--- config.mk ---
export PLATFORM = sky130hd
export DESIGN_NAME = lcd_frame_buffer_ctrl
export DESIGN_NICKNAME = d
export VERILOG_FILES = /design/src/rtl/lcd_frame_buffer_ctrl.sv
export SDC_FILE = /design/constraint.sdc
export NUM_CORES = 1
export LEC_CHECK = 0
export CORE_MARGIN = 2
export CORE_UTILIZATION = 40
export CTS_BUF_LIST = sky130_fd_sc_hd__clkbuf_8
export DETAILED_ROUTE_END_ITERATION = 16
export PLACE_DENSITY_LB_ADDON = 0.1
export SLEW_MARGIN = 0
export SYNTH_ARGS = -nofsm -noshare
export SYNTH_HDL_FRONTEND = slang
export SYNTH_SLANG_ARGS = --single-unit
--- constraint.sdc ---
create_clock -name mco -period 2.64 [get_ports mco]
set_input_delay 0.264 -clock mco [delete_from_list [all_inputs] [get_ports mco]]
set_output_delay 0.264 -clock mco [all_outputs]
set_load 0.02 [all_outputs]
--- src/rtl/lcd_frame_buffer_ctrl.sv ---
`default_nettype none
// ============================================================================
// Module      : lcd_frame_buffer_ctrl
// Description : TFT panel timing generator and single-port SRAM frame-buffer
//               scheduler. Each pixel clock has four mco slots. Slots 0-1
//               write one queued pixel. Slots 2-3 read the displayed pixel.
// Revision    : 1.0 - initial release
// ============================================================================
module lcd_frame_buffer_ctrl #(
    parameter int H_ACTIVE   = 480,
    parameter int H_BACK     = 43,
    parameter int H_TOTAL    = 531,
    parameter int H_SYNC     = 1,
    parameter int V_ACTIVE   = 272,
    parameter int V_BACK     = 12,
    parameter int V_TOTAL    = 288,
    parameter int V_SYNC     = 10,
    parameter int ADDR_W     = 18,
    parameter int FIFO_DEPTH = 4,
    parameter int DOUBLE_BUF = 1
) (
    input  logic              mco,
    input  logic              rst,
    input  logic [23:0]       i_pix_data,
    input  logic              i_pix_en,
    input  logic              i_fmt888,
    input  logic              i_frame_start,
    input  logic              i_swap,
    output logic [ADDR_W-1:0] o_sram_addr,
    output logic [23:0]       o_sram_wdata,
    output logic              o_sram_drive,
    input  logic [23:0]       i_sram_rdata,
    output logic              o_sram_we_n,
    output logic              o_sram_oe_n,
    output logic              o_dclk,
    output logic              o_hsync,
    output logic              o_vsync,
    output logic              o_de,
    output logic [23:0]       o_rgb,
    output logic              o_disp_page,
    output logic [1:0]        o_err
);

    localparam int c_hw = $clog2(H_TOTAL + 1);
    localparam int c_vw = $clog2(V_TOTAL + 1);
    localparam int c_iw = ADDR_W - 1;
    localparam int c_fw = $clog2(FIFO_DEPTH);

    localparam logic [c_hw-1:0] c_h_last   = c_hw'(H_TOTAL - 1);
    localparam logic [c_hw-1:0] c_h_vis_lo = c_hw'(H_BACK);
    localparam logic [c_hw-1:0] c_h_vis_hi = c_hw'(H_BACK + H_ACTIVE);
    localparam logic [c_hw-1:0] c_h_sync   = c_hw'(H_SYNC);
    localparam logic [c_vw-1:0] c_v_last   = c_vw'(V_TOTAL - 1);
    localparam logic [c_vw-1:0] c_v_vis_lo = c_vw'(V_BACK);
    localparam logic [c_vw-1:0] c_v_vis_hi = c_vw'(V_BACK + V_ACTIVE);
    localparam logic [c_vw-1:0] c_v_sync   = c_vw'(V_SYNC);
    localparam logic [c_iw:0]   c_pix_tot  = (c_iw + 1)'(H_ACTIVE * V_ACTIVE);
    localparam logic [c_fw:0]   c_depth    = (c_fw + 1)'(FIFO_DEPTH);

    // Slot, raster and buffer state
    logic [1:0]      s_q;
    logic [c_hw-1:0] h_q, h_d;
    logic [c_vw-1:0] v_q, v_d;
    logic [c_iw-1:0] ri_q, ri_d;
    logic [c_iw-1:0] wi_q;
    logic            dp_q, dp_d;
    logic            swap_q, swap_d;
    logic            tag_q, tag_d;
    logic [1:0]      err_q;

    // Write FIFO: entry = {frame-start tag, stored pixel}
    logic [24:0]     fifo_q [FIFO_DEPTH];
    logic [c_fw:0]   wr_ptr_q, rd_ptr_q;

    // Write slot registers, loaded when entering slot 0
    logic            wr_valid_q;
    logic [c_iw-1:0] wr_idx_q;
    logic [23:0]     wr_data_q;

    // Panel output registers
    logic            hsync_q, vsync_q, de_q;
    logic [23:0]     rgb_q;

    logic            w_leave3, w_full, w_empty, w_push, w_pop, w_tag;
    logic            w_vis, w_hwrap, w_fwrap, w_overrun, w_wr_act;
    logic            w_dp, w_wp;
    logic [c_fw:0]   w_count;
    logic [23:0]     w_pix;
    logic [24:0]     w_head;
    logic [c_iw-1:0] w_index;

    assign w_leave3 = (s_q == 2'd3);
    assign w_count  = wr_ptr_q - rd_ptr_q;
    assign w_full   = (w_count == c_depth);
    assign w_empty  = (wr_ptr_q == rd_ptr_q);
    assign w_push   = i_pix_en & ~w_full;
    assign w_pop    = w_leave3 & ~w_empty;
    assign w_tag    = tag_q | i_frame_start;
    assign w_pix    = i_fmt888 ? i_pix_data
                               : {8'h00, i_pix_data[4:0], i_pix_data[10:5], i_pix_data[15:11]};
    assign w_head   = fifo_q[rd_ptr_q[c_fw-1:0]];
    assign w_index  = w_head[24] ? '0 : wi_q;
    assign w_overrun = ({1'b0, w_index} >= c_pix_tot);

    assign w_vis   = (h_q >= c_h_vis_lo) && (h_q < c_h_vis_hi) &&
                     (v_q >= c_v_vis_lo) && (v_q < c_v_vis_hi);
    assign w_hwrap = (h_q == c_h_last);
    assign w_fwrap = w_hwrap && (v_q == c_v_last);

    // Single-page builds pin both display and write page to 0
    generate
        if (DOUBLE_BUF != 0) begin : g_dbuf
            assign w_dp = dp_q;
            assign w_wp = ~dp_q;
        end else begin : g_sbuf
            assign w_dp = 1'b0;
            assign w_wp = 1'b0;
        end
    endgenerate

    // Next-state for raster counters, read index, page swap and tag
    always_comb begin
        h_d    = h_q;
        v_d    = v_q;
        ri_d   = ri_q;
        dp_d   = dp_q;
        swap_d = swap_q | i_swap;
        tag_d  = w_push ? 1'b0 : w_tag;
        if (w_leave3) begin
            if (w_hwrap) begin
                h_d = '0;
                v_d = (v_q == c_v_last) ? '0 : v_q + 1'b1;
            end else begin
                h_d = h_q + 1'b1;
            end
            if (w_vis) begin
                ri_d = ri_q + 1'b1;
            end
            if (w_fwrap) begin
                ri_d = '0;
                if (swap_d) begin
                    dp_d   = ~dp_q;
                    swap_d = 1'b0;
                end
            end
        end
    end

    // Control state, FIFO pointers, write slot and panel output registers
    always_ff @(posedge mco) begin
        if (rst) begin
            s_q        <= 2'd0;
            h_q        <= '0;
            v_q        <= '0;
            ri_q       <= '0;
            wi_q       <= '0;
            dp_q       <= 1'b0;
            swap_q     <= 1'b0;
            tag_q      <= 1'b0;
            err_q      <= 2'b00;
            wr_ptr_q   <= '0;
            rd_ptr_q   <= '0;
            wr_valid_q <= 1'b0;
            wr_idx_q   <= '0;
            wr_data_q  <= '0;
            hsync_q    <= 1'b1;
            vsync_q    <= 1'b1;
            de_q       <= 1'b0;
            rgb_q      <= '0;
        end else begin
            s_q    <= s_q + 2'd1;
            h_q    <= h_d;
            v_q    <= v_d;
            ri_q   <= ri_d;
            dp_q   <= dp_d;
            swap_q <= swap_d;
            tag_q  <= tag_d;
            err_q[0] <= err_q[0] | (i_pix_en & w_full);
            err_q[1] <= err_q[1] | (w_pop & w_overrun);
            if (w_push) begin
                wr_ptr_q <= wr_ptr_q + 1'b1;
            end
            if (w_leave3) begin
                wr_valid_q <= w_pop & ~w_overrun;
                if (w_pop) begin
                    rd_ptr_q  <= rd_ptr_q + 1'b1;
                    wr_idx_q  <= w_index;
                    wr_data_q <= w_head[23:0];
                    wi_q      <= w_index + 1'b1;
                end
                hsync_q <= ~(h_q < c_h_sync);
                vsync_q <= ~(v_q < c_v_sync);
                de_q    <= w_vis;
                rgb_q   <= w_vis ? i_sram_rdata : 24'h000000;
            end
        end
    end

    // FIFO storage; contents are don't-care while the pointers say empty
    always_ff @(posedge mco) begin
        if (w_push) begin
            fifo_q[wr_ptr_q[c_fw-1:0]] <= {w_tag, w_pix};
        end
    end

    // SRAM bus: write in slots 0-1, display read in slots 2-3
    assign w_wr_act     = wr_valid_q & ~s_q[1];
    assign o_sram_drive = w_wr_act;
    assign o_sram_we_n  = ~w_wr_act;
    assign o_sram_oe_n  = ~(s_q[1] & w_vis);
    assign o_sram_wdata = w_wr_act ? wr_data_q : 24'h000000;
    assign o_sram_addr  = s_q[1]   ? {w_dp, ri_q}
                        : w_wr_act ? {w_wp, wr_idx_q} : '0;

    assign o_dclk      = s_q[1];
    assign o_hsync     = hsync_q;
    assign o_vsync     = vsync_q;
    assign o_de        = de_q;
    assign o_rgb       = rgb_q;
    assign o_disp_page = w_dp;
    assign o_err       = err_q;

endmodule
`default_nettype wire
==> impl_metrics.ini, run 1 <==
[worst_setup_path]
endpoint_kind = primary output
criticalPathCategory = register to primary output
critPathMaxStageDelay_ns = 0.49
startpoint = v_q[5]$_SDFFE_PP0P_
crit_family = simple AND/OR/NAND/NOR gates
cp.required_ns = 2.38
critPathMaxFanout = 5
crit_slowest_cell = or4b_1
cp-start-kind = register
cp.buffers_inverters = 1
crit_chain = or3_4 -> or4b_1 -> and4_1 -> nand2_1 -> buf_2
arrival_ns = 2.26

[clock_network]
cts_hold_buf = 0
numCtsBuffers = 43
htree_levels = 2
cts.path.max_buffers = 3
cts_tree = built
clk_pin_slew_ns = 0.06
clk_latency_ns = 0.54
cts.sinks = 237
clock-root-buffer = clkbuf_8

[outcome]
status = finished, final reports clean

[sta]
hold_violations = 0
layout_setup_ws_ns = 0.1160
slew_violations = 0
skew_ns = 0.02155
holdWs_ns = 0.1986
relSlewSlack_pct = 49.29
setup_tns_ns = 0
timing.fmax_mhz = 396.2
min_period_ns = 2.524
worst_pin_slew_ns = 0.7573
report.final.setup_viol = 0
rsz0062_at_grt = no
fin_crit_sh_pct = 95.60

[placement]
place_area_mm2 = 0.01182
dp_slack_ns = 0.1680
dpl.cell_count = 1364
io_buffers = 129
gp_congestion = 0.7928
dp.final_hpwl_um = 15400

[logic_synthesis]
yosys.cell_count.top_type = nand2_1
yosys_warnings = 0
yosys.cell_types.count = 57
synth_xor_area_share_pct = 2.354
synth.area.mux_share_pct = 7.025
synth_edf_count = 100
syn_inst = 939
syn_area_mm2 = 0.01005
syn_avg_cell_area_um2 = 10.70
yosys.area.top_type = edfxtp_1
synthTopCellsByCount = nand2_1, dfxtp_1, edfxtp_1
synth_compound_area_share_pct = 10.05
synth_top_family_by_area = simple AND/OR/NAND/NOR gates
synth-seq-cells = 237
synth.net_count = 1009
ys_seq_area_share_pct = 57.19
synthArstFlopShare_pct = 0
synth_fa_ha_area_share_pct = 1.993
synthFlopType = dfxtp_1
synth_area_leaders = edfxtp_1, dfxtp_1, nand2_1, mux4_2, a21oi_1
synth.top_cell.area_share_pct = 29.89
synth-simple-area-share_pct = 18.10

[power_and_ir_drop]
vdd_drop_max_uv = 410.6
fin_total_pwr_mw = 7.881
p_leak_nw = 4.188
powerDensity_mw_per_mm2 = 621.2

[global_route]
overflow = 0
antenna_found_initial = 0
grt.total_usage_pct = 18.44
grt_pass1_wl_um = 38770
grt_max_degree = 45
grt_pass1_vias = 7340

[layout]
design_area_mm2 = 0.01269
synthToLayoutAreaGrowth_pct = 26.28
utilization_pct = 51.86
finalNetCount = 1155
fin_cells = 1442
diodes = 0
drive_above_1_share_pct = 13.24

[floorplanning]
die_w_um = 162.5
num_io_pins = 130
coreArea_mm2 = 0.02446
die_y_um = 162.5
fp.dieArea_mm2 = 0.02640
start_util_pct = 41.07
num_rows = 57

[drt]
ant_nets = 0
dr_total_vias = 7428
wire_per_inst_um = 16.64
routed_via_density = 5.151
initialDrtViolationCount = 436
first_pass_iters = 4
wl_um = 23990
drc = 0

[min_path]
hold_path.class = input port to register
hp-start = rst

[run]
drv_cap = 0
logic make-up after synthesis:
group,Yosys count
xor gates and xnor gates,27
and+or+nand+nor,375
AOI/OAI and AO/OA,168
muxes,38
buffers and inverters,78
DFF,237
adders and majority gates,16
report_power, final:
group          leakage (nW)  switching (mW)  total (mW)  internal [mW]
clock network         0.497            1.50        3.39           1.89
registers              2.03          0.0317        3.98           3.95
logic                  1.66           0.285       0.510          0.225
total                  4.19            1.82        7.88           6.06
layer usage:
| layer | share of wire (%) | global-route usage [%] | up-vias | wire length [um] |
|---|---|---|---|---|
| met3 | 3.9 | 3.514 | 29 | 941 |
| met4 | 1.8 | 5.551 | 0 | 434 |
| met1 | 47 | 24.73 | 3587 | 11340 |
| met2 | 47 | 30.46 | 141 | 11280 |
| li1 | - | - | 3671 | - |
| met5 | 0 | 0 | - | 0 |
cell usage in the layout (no fill, tap or decap), types with 9 or more instances in the layout:
cell / n
inv_1: 32
nand4_1: 23
nor2_1: 62
ha_1: 16
clkbuf_8: 52
clkdlybuf4s50_1: 127
o31ai_1: 9
nand3_1: 38
o21ai_0: 33
xnor2_1: 15
buf_4: 27
or4_1: 10
xor2_1: 12
edfxtp_1: 100
mux4_2: 25
a21oi_1: 82
mux2_2: 10
nand2_1: 152
nor3_1: 11
dfxtp_1: 136
a22oi_1: 17
and2_1: 39
final cells by class:
class | count | area, um2
Clock buffer | 52 | 715.7
Clock inverter | 26 | 148.9
Fill cell | 2248 | 11780
Inverter | 18 | 67.56
Multi-Input combinational cell | 624 | 4003
Sequential cell | 237 | 5747
Tap cell | 324 | 405.4
Timing Repair Buffer | 161 | 1599
worst paths after layout:
kind / slack, ns / cells after the start / to
setup / recovery: 0.12 / 5 / o_sram_oe_n
hold / removal: 0.20 / 2 / wr_ptr_q[1]$_SDFFE_PP0P_
setup reg to reg: 0.21 / 11 / wi_q[10]$_SDFFE_PP0P_
hold reg to reg: 0.43 / 1 / s_q[0]$_SDFF_PP0_
timing repair:
action | 4_1_cts | 5_1_grt
pin swaps | 0 | 1
endpoints found under the hold margin | 0 | 0
gates resized for setup | 4 | 2
setup buffers | 0 | 0
endpoints found under the setup margin | 1 | 5
flip-flops by register name, summed over array words and instances (netlist names), named ones only:
name         flops
wr_data_q       24
wr_idx_q        17
swap_q           1
o_rgb           24
wi_q            17
ri_q            17
wr_valid_q       1
o_vsync          1
rd_ptr_q         3
o_disp_page      1
h_q             10
v_q              9
o_de             1
tag_q            1
wr_ptr_q         3
fifo_q         100
o_err            2
s_q              2
o_hsync          1
(Power assumes the default switching activity.)
==> run 2: changes to the inputs <==
--- a/config.mk
+++ b/config.mk
@@ -9,6 +9,7 @@
 export CORE_UTILIZATION = 40
 export CTS_BUF_LIST = sky130_fd_sc_hd__clkbuf_8
 export DETAILED_ROUTE_END_ITERATION = 16
+export MAX_ROUTING_LAYER = met4
 export PLACE_DENSITY_LB_ADDON = 0.1
 export SLEW_MARGIN = 0
 export SYNTH_ARGS = -nofsm -noshare
==> run 2 against run 1 <==
Compared with the run above:
- wire length hardly changed
- cell area stayed put
- register-to-register slack hardly changed
- count of clock-buffer cells in the layout stayed put
- critical path depth stayed put
- combinational power hardly changed
- first-iteration DRC count is 6.7% lower
- via count is 0.16% lower
- die area stayed put
- total power hardly changed
- critical endpoint unchanged
==> impl_metrics.ini, run 2 (synthesis results as in run 1) <==
[outcome]
status = finished, final reports clean

[clock_network]
cts_tree = built
clk_pin_slew_ns = 0.06
numCtsBuffers = 43
htree_levels = 2
cts.path.max_buffers = 3
clk_latency_ns = 0.54
cts.sinks = 237
cts_setup_buffers = 0
clock-root-buffer = clkbuf_8

[sta]
setup_tns_ns = 0
rsz0062_at_grt = no
worst_pin_slew_ns = 0.7634
timing.fmax_mhz = 396.6
fin_crit_sh_pct = 95.50
holdWs_ns = 0.1964
min_period_ns = 2.521
layout_setup_ws_ns = 0.1188
hold_violations = 0
skew_ns = 0.02208
slew_violations = 0
report.final.setup_viol = 0
relSlewSlack_pct = 48.88

[floorplanning]
die_y_um = 162.5
num_rows = 57
start_util_pct = 41.07
num_io_pins = 130
coreArea_mm2 = 0.02446
fp.dieArea_mm2 = 0.02640
die_w_um = 162.5

[worst_setup_path]
crit_slowest_cell = or4b_1
cp.buffers_inverters = 1
critPathMaxStageDelay_ns = 0.49
cp-start-kind = register
cp.required_ns = 2.38
arrival_ns = 2.26
reg2reg_to = wi_q[10]$_SDFFE_PP0P_
crit_family = simple AND/OR/NAND/NOR gates
criticalPathCategory = register to primary output
startpoint = v_q[5]$_SDFFE_PP0P_
rrSetupSlack_ns = 0.21
endpoint_kind = primary output
critPathMaxFanout = 5
r2r_cells = 11
crit_chain = or3_4 -> or4b_1 -> and4_1 -> nand2_1 -> buf_2

[power_and_ir_drop]
p_int_mw = 6.060
powerDensity_mw_per_mm2 = 621.4
p_leak_nw = 4.188
pwr-share-comb_pct = 6.5
sw_frac_of_total_pct = 23.13
pwr-share-clk_pct = 43.1
switching_power_mw = 1.823
p_seq_share_pct = 50.4
vdd_drop_max_uv = 410.6
fin_total_pwr_mw = 7.883

[run]
drv_cap = 0

[drt]
routed_via_density = 5.143
wire_per_inst_um = 16.65
wl_um = 24010
drc = 0
initialDrtViolationCount = 407
first_pass_iters = 4
dr_total_vias = 7416
ant_nets = 0

[global_route]
grt.total_usage_pct = 18.99
overflow = 0
grt_pass1_wl_um = 38760
antenna_found_initial = 0
grt_max_degree = 45
grt_pass1_vias = 7338

[placement]
dp_slack_ns = 0.1680
gp_congestion = 0.8041
dp.final_hpwl_um = 15400
io_buffers = 129

[min_path]
min_to = wr_ptr_q[1]$_SDFFE_PP0P_
min_path_cells = 2
hold_path.class = input port to register
hp-start = rst

[layout]
synthToLayoutAreaGrowth_pct = 26.28
finalNetCount = 1155
layout_common_cells = nand2_1, dfxtp_1, clkdlybuf4s50_1, edfxtp_1, a21oi_1
diodes = 0
drive_above_1_share_pct = 13.24
final_common_cell = nand2_1
largest_reg_flops = 100
[run 2: cell counts in the layout (fill, tap and decap cells not counted)]
No cell type changed its count.
[run 2: through the flow]
stage          cell area [um2]  instances  util [%]
6_report                 12690       1442     51.86
5_1_grt                  12690       1442     51.86
4_1_cts                  12680       1442     51.82
3_5_place_dp             11820       1364     48.30
3_3_place_gp             11820       1364     48.30
2_1_floorplan            10050        939         -
[run 2: cell type report]
class | count | area, um2
Clock buffer | 52 | 715.7
Timing Repair Buffer | 161 | 1599
Inverter | 18 | 67.56
Tap cell | 324 | 405.4
Fill cell | 2248 | 11780
Sequential cell | 237 | 5747
Clock inverter | 26 | 148.9
Multi-Input combinational cell | 624 | 4003
[run 2: how the worst max path moves through the flow]
stage,to,slack [ns],depth (start not counted)
2_1_floorplan,wi_q[16]$_SDFFE_PP0P_,0.03,11
3_3_place_gp,wi_q[14]$_SDFFE_PP0P_,0.18,10
3_5_place_dp,wi_q[14]$_SDFFE_PP0P_,0.17,10
4_1_cts,o_sram_oe_n,0.06,5
5_1_grt,wi_q[10]$_SDFFE_PP0P_,0.007,11
6_report,o_sram_oe_n,0.12,5
[run 2: power by group through the flow]
stage	combinational, mW	clock (mW)	sequential, mW
after floorplan	0.284	0	4.05
after detailed placement	0.519	0	4.05
final	0.510	3.40	3.98
after global routing	0.560	3.68	3.99
after global placement	0.518	0	4.05
after CTS	0.521	3.50	3.98
[run 2: repair_timing]
item / CTS / global route
endpoints found under the setup margin: 1 / 5
hold buffers: 0 / 0
gates resized for setup: 4 / 2
pin swaps: 0 / 1
hold endpoints to repair: 0 / 0
[run 2: routing by layer]
metal	vias to the layer above	global-route usage, %	routed length [um]
li1	3670	-	-
met1	3569	24.74	11310
met2	148	30.52	11300
met3	29	3.412	964
met4	0	5.551	434
met5	-	-	0
==> RTL change 1, RTL diff (flow settings as in run 2) <==
Put a register stage on the output `o_sram_addr`, without a reset. The value now appears one clock later. The other outputs are not delayed to match.
--- a/src/rtl/lcd_frame_buffer_ctrl.sv
+++ b/src/rtl/lcd_frame_buffer_ctrl.sv
@@ -211,4 +211,5 @@
     assign o_sram_wdata = w_wr_act ? wr_data_q : 24'h000000;
-    assign o_sram_addr  = s_q[1]   ? {w_dp, ri_q}
-                        : w_wr_act ? {w_wp, wr_idx_q} : '0;
+    always_ff @(posedge mco) begin
+        o_sram_addr <= s_q[1]   ? {w_dp, ri_q} : w_wr_act ? {w_wp, wr_idx_q} : '0;
+    end
 
Function: changed (Yosys sat finds a counterexample within 10 cycles, from zero or initial values and one cycle with rst high).
==> RTL change 1 against run 2 <==
Worst setup slack better by 0.030 ns. Routed wire length down 3.2%. Largest cell class unchanged. Area after synthesis up 4.4%. Final area up 3.2%. Total power up 4.0%. Critical path depth unchanged. Synthesized cell count up 1.1%. Sequential cell count up 18. Critical path type unchanged. Register-to-register slack better by 0.06 ns. Highest routed layer unchanged.
==> RTL change 1: results (changes against run 2) <==
Outcome
Outcome: finished, final reports clean (unchanged).

Yosys
The count of different cell masters after synthesis came to 58 (was 57). List of most frequent post-synthesis cells: 155 x sky130_fd_sc_hd__dfxtp_1, 138 x sky130_fd_sc_hd__nand2_1, 100 x sky130_fd_sc_hd__edfxtp_1 (was 152 x sky130_fd_sc_hd__nand2_1, 137 x sky130_fd_sc_hd__dfxtp_1, 100 x sky130_fd_sc_hd__edfxtp_1). The count of mapped cells out of synthesis is 949 (was 939). Ranking of synthesized cells by area: sky130_fd_sc_hd__dfxtp_1 30%, sky130_fd_sc_hd__edfxtp_1 29%, sky130_fd_sc_hd__mux4_2 5.4%, sky130_fd_sc_hd__nand2_1 4.9%, sky130_fd_sc_hd__nor2_1 3.1% (was sky130_fd_sc_hd__edfxtp_1 30%, sky130_fd_sc_hd__dfxtp_1 27%, sky130_fd_sc_hd__nand2_1 5.7%, sky130_fd_sc_hd__mux4_2 5.6%, sky130_fd_sc_hd__a21oi_1 4.1%).

Place
The post-placement cell count is 1,381 (was 1,364). The final weighted congestion of routability-driven global placement is 0.789 (was 0.804). The half-perimeter wire length after detailed placement is 14.9 mm (was 15.4 mm). The worst slack after detailed placement is 0.269 ns (was 0.168 ns).

Drt
The routed via count divided by cell count is 5.02 (was 5.14). The count of routing violations after the opening detailed-route iteration is 418 (was 407). The sum of met3 wire segment lengths after detailed routing is 1.09 mm (was 964 um). The total wire length after detailed routing was 23.2 mm (was 24.0 mm).

Power
The leakage power figure is 4.64 nW (was 4.19 nW).

Global routing
The via count of the first global-routing pass is 7,390 (was 7,338). The maximum number of pins on one net before global-route repair is 56 (was 45). The total routing usage reported by global routing is 0.175 (was 0.190).

Setup path
The arrival time at the worst endpoint is 2.23 ns (was 2.26 ns). The slowest cell on the critical path is sky130_fd_sc_hd__dlygate4sd2_1 (was sky130_fd_sc_hd__or4b_1).

Timing
The clock period minus final worst setup slack is 2.49 ns (was 2.52 ns). The setup skew after layout is 0.0175 ns (was 0.0221 ns).

Finish
The fraction of final layout cells sized beyond drive strength 1 came to 0.133 (was 0.132). The count of placed standard cells in the final layout, fillers left out was 1,460 (was 1,442). The number of nets at the end of the flow was 1,161 (was 1,155).

Clocking
The number of gates given a new drive strength after cts is 3 (was 4).
RTL change 1: per-layer routing:
layer | up-vias | GRT usage
met5 | - | -
met4 | 0 | 0.0522
met3 | 41 | 0.0350
met2 | 153 | 0.286
met1 | 3489 | 0.222
li1 | 3652 | -
RTL change 1: path summary, 6_finish.rpt:
check                     startpoint                     to  slack [ns]  depth (start not counted)
min reg2reg        s_q[0]$_SDFF_PP0_      s_q[0]$_SDFF_PP0_        0.42                          1
max reg2reg  fifo_q[3][24]$_DFFE_PP_  wi_q[16]$_SDFFE_PP0P_        0.27                          9
min                              rst    v_q[0]$_SDFFE_PP0P_        0.22                          2
max              h_q[0]$_SDFFE_PP0N_            o_sram_oe_n        0.15                          5
RTL change 1: cell type report:
type	count	area (sq um)	share of cell area
Clock buffer	51	702	0.0536
Clock inverter	28	160	0.0122
Inverter	15	56.3	0.00430
Multi-Input combinational cell	620	4110	0.314
Sequential cell	255	6110	0.466
Tap cell	335	419	0.0320
Timing Repair Buffer	156	1550	0.118
RTL change 1: report_power, final:
| group | total (mW) | internal, mW | switching [mW] |
|---|---|---|---|
| combinational | 0.495 | 0.221 | 0.274 |
| sequential | 4.25 | 4.22 | 0.0326 |
| clock | 3.46 | 1.88 | 1.58 |
| total | 8.20 | 6.31 | 1.89 |
RTL change 1: kinds of logic (layout without fill, tap and decap cells):
kind of cell | after synthesis | count (layout) | synth area share
muxes | 41 | 41 | 0.0706
DFF | 255 | 255 | 0.582
buffers and inverters | 74 | 250 | 0.0286
AOI/OAI and AO/OA | 150 | 150 | 0.0965
adders and majority gates | 16 | 16 | 0.0191
and+or+nand+nor | 378 | 378 | 0.173
xor gates and xnor gates | 35 | 35 | 0.0299
==> RTL change 2, RTL diff (settings of run 2) <==
Without the edit above. `DOUBLE_BUF`: 1 -> 0.
--- a/src/rtl/lcd_frame_buffer_ctrl.sv
+++ b/src/rtl/lcd_frame_buffer_ctrl.sv
@@ -19,3 +19,3 @@
     parameter int FIFO_DEPTH = 4,
-    parameter int DOUBLE_BUF = 1
+    parameter int DOUBLE_BUF = 0
 ) (
Check against the original RTL: not equivalent (a bounded check fails within 10 cycles, from zero or initial values and one cycle with rst high).
==> RTL change 2 against run 2 <==
Routed wire length decreased by 4.7%. Largest power group unchanged. Sequential cell count shrank 2. Global-route usage down 1.4 points. Sequential share of layout area fell by 0.057 points. Area after synthesis grew 0.34%. Final area fell by 0.57%. Worst setup slack worse by 0.0023 ns. Total power shrank 2.7%. Highest routed layer unchanged. Via count shrank 2.8%. Critical path type unchanged.
==> RTL change 2: results (changes against run 2) <==
Outcome
Outcome: finished, final reports clean (unchanged).

Setup path
The worst reg-to-reg setup slack came to 0.29 ns (was 0.21 ns). The slowest cell on the critical path is sky130_fd_sc_hd__or3_4 (was sky130_fd_sc_hd__or4b_1). The biggest cell delay along the critical path is 0.46 ns (was 0.49 ns).

The path depth of the worst reg2reg path is 8 (was 11). The maximum net fanout on the critical path is 6 (was 5). The endpoint of the worst register-to-register path is wi_q[6]$_SDFFE_PP0P_ (was wi_q[10]$_SDFFE_PP0P_).

Finish
The number of nets at the end of the flow is 1,158 (was 1,155). The count of placed standard cells in the final layout, fillers left out is 1,449 (was 1,442). The fraction of final layout cells sized beyond drive strength 1 came to 0.126 (was 0.132).

Place
The total of buffers placed on input and output ports came to 126 (was 129). The final weighted congestion of routability-driven global placement is 0.782 (was 0.804). The placed instance area came to 11,800 sq um (about the same). The half-perimeter wire length after detailed placement was 14.3 mm (was 15.4 mm).

Drt
The routed via count divided by cell count was 4.97 (was 5.14). The count of routing violations after the opening detailed-route iteration is 433 (was 407).

Global routing
The via count of the first global-routing pass is 6,842 (was 7,338). The global-route met3 utilization is 0.0377 (was 0.0341). The global routing usage on met2 was 0.278 (was 0.305). The global-route wire length before repair is 36.1 mm (was 38.8 mm).

The total routing usage reported by global routing is 0.176 (was 0.190). The maximum number of pins on one net before global-route repair is 59 (was 45).

Yosys
The register area share after synthesis came to 0.566 (was 0.572). Ranking of synthesized cells by area: sky130_fd_sc_hd__edfxtp_1 30%, sky130_fd_sc_hd__dfxtp_1 27%, sky130_fd_sc_hd__nand2_1 6.1%, sky130_fd_sc_hd__mux4_2 5.6%, sky130_fd_sc_hd__a21oi_1 3.9% (was sky130_fd_sc_hd__edfxtp_1 30%, sky130_fd_sc_hd__dfxtp_1 27%, sky130_fd_sc_hd__nand2_1 5.7%, sky130_fd_sc_hd__mux4_2 5.6%, sky130_fd_sc_hd__a21oi_1 4.1%). List of most frequent post-synthesis cells: 165 x sky130_fd_sc_hd__nand2_1, 135 x sky130_fd_sc_hd__dfxtp_1, 100 x sky130_fd_sc_hd__edfxtp_1 (was 152 x sky130_fd_sc_hd__nand2_1, 137 x sky130_fd_sc_hd__dfxtp_1, 100 x sky130_fd_sc_hd__edfxtp_1).

The count of different cell masters after synthesis is 60 (was 57). The count of mapped cells out of synthesis was 953 (was 939).

Power
The leakage power figure is 4.32 nW (was 4.19 nW). The peak ir drop on the vdd network is 303 uV (was 411 uV). The power dissipated by switching net loads is 1.77 mW (was 1.82 mW).

Clocking
The number of buffers created by CTS was 41 (was 43).

Hold path
The end point of the most critical hold path is s_q[0]$_SDFF_PP0_ (was wr_ptr_q[1]$_SDFFE_PP0P_).

Timing
The setup skew after layout is 0.0225 ns (was 0.0221 ns). The worst hold-check slack is 0.191 ns (was 0.196 ns).
## RTL change 2: routing by layer
metal,wire length [um],vias to the layer above
li1,-,3654
met1,10600,3388
met2,10900,140
met3,1090,24
met4,284,0
met5,0,-
## RTL change 2: area by class of cell
| type | instances | area (sq um) | share of cell area |
|---|---|---|---|
| tap | 330 | 413 | 0.0327 |
| sequential | 235 | 5710 | 0.452 |
| multi-input combinational | 636 | 4070 | 0.323 |
| clock inverter | 26 | 145 | 0.0115 |
| timing repair buffer | 154 | 1540 | 0.122 |
| clock buffer | 48 | 661 | 0.0524 |
| inverter | 20 | 75.1 | 0.00595 |
## RTL change 2: what timing repair did
item                                    in CTS  in global routing
endpoints found under the setup margin      10                 19
gates resized for setup                      3                 11
pin swaps                                    0                  1
## RTL change 2: worst max-delay path: cells and delay by family, from the launching register on
family | cells | cell delay, ns
buf+inv | 1 | 0.31
compound gates | 1 | 0.22
flops | 1 | 0.37
simple gates | 3 | 0.83
## RTL change 2: cell families (layout without fill, tap and decap cells)
logic type | Yosys count | in the layout | synth area share
buffers and inverters | 83 | 248 | 0.0338
xor gates and xnor gates | 27 | 27 | 0.0235
muxes | 47 | 47 | 0.0793
DFF | 235 | 235 | 0.566
AOI/OAI and AO/OA | 158 | 158 | 0.0948
adders and majority gates | 16 | 16 | 0.0199
other | 1 | 2 | 0.000372
and+or+nand+nor | 386 | 386 | 0.182
## RTL change 2: per-stage QoR
| stage | total power, mW | setup slack (ns) |
|---|---|---|
| 6_report | 7.67 | 0.116 |
| 3_5_place_dp | 4.54 | 0.311 |
| 5_1_grt | 8.02 | 0.00128 |
| 2_1_floorplan | 4.32 | 0.109 |
| 3_3_place_gp | 4.53 | 0.321 |
| 4_1_cts | 7.81 | 0.00116 |
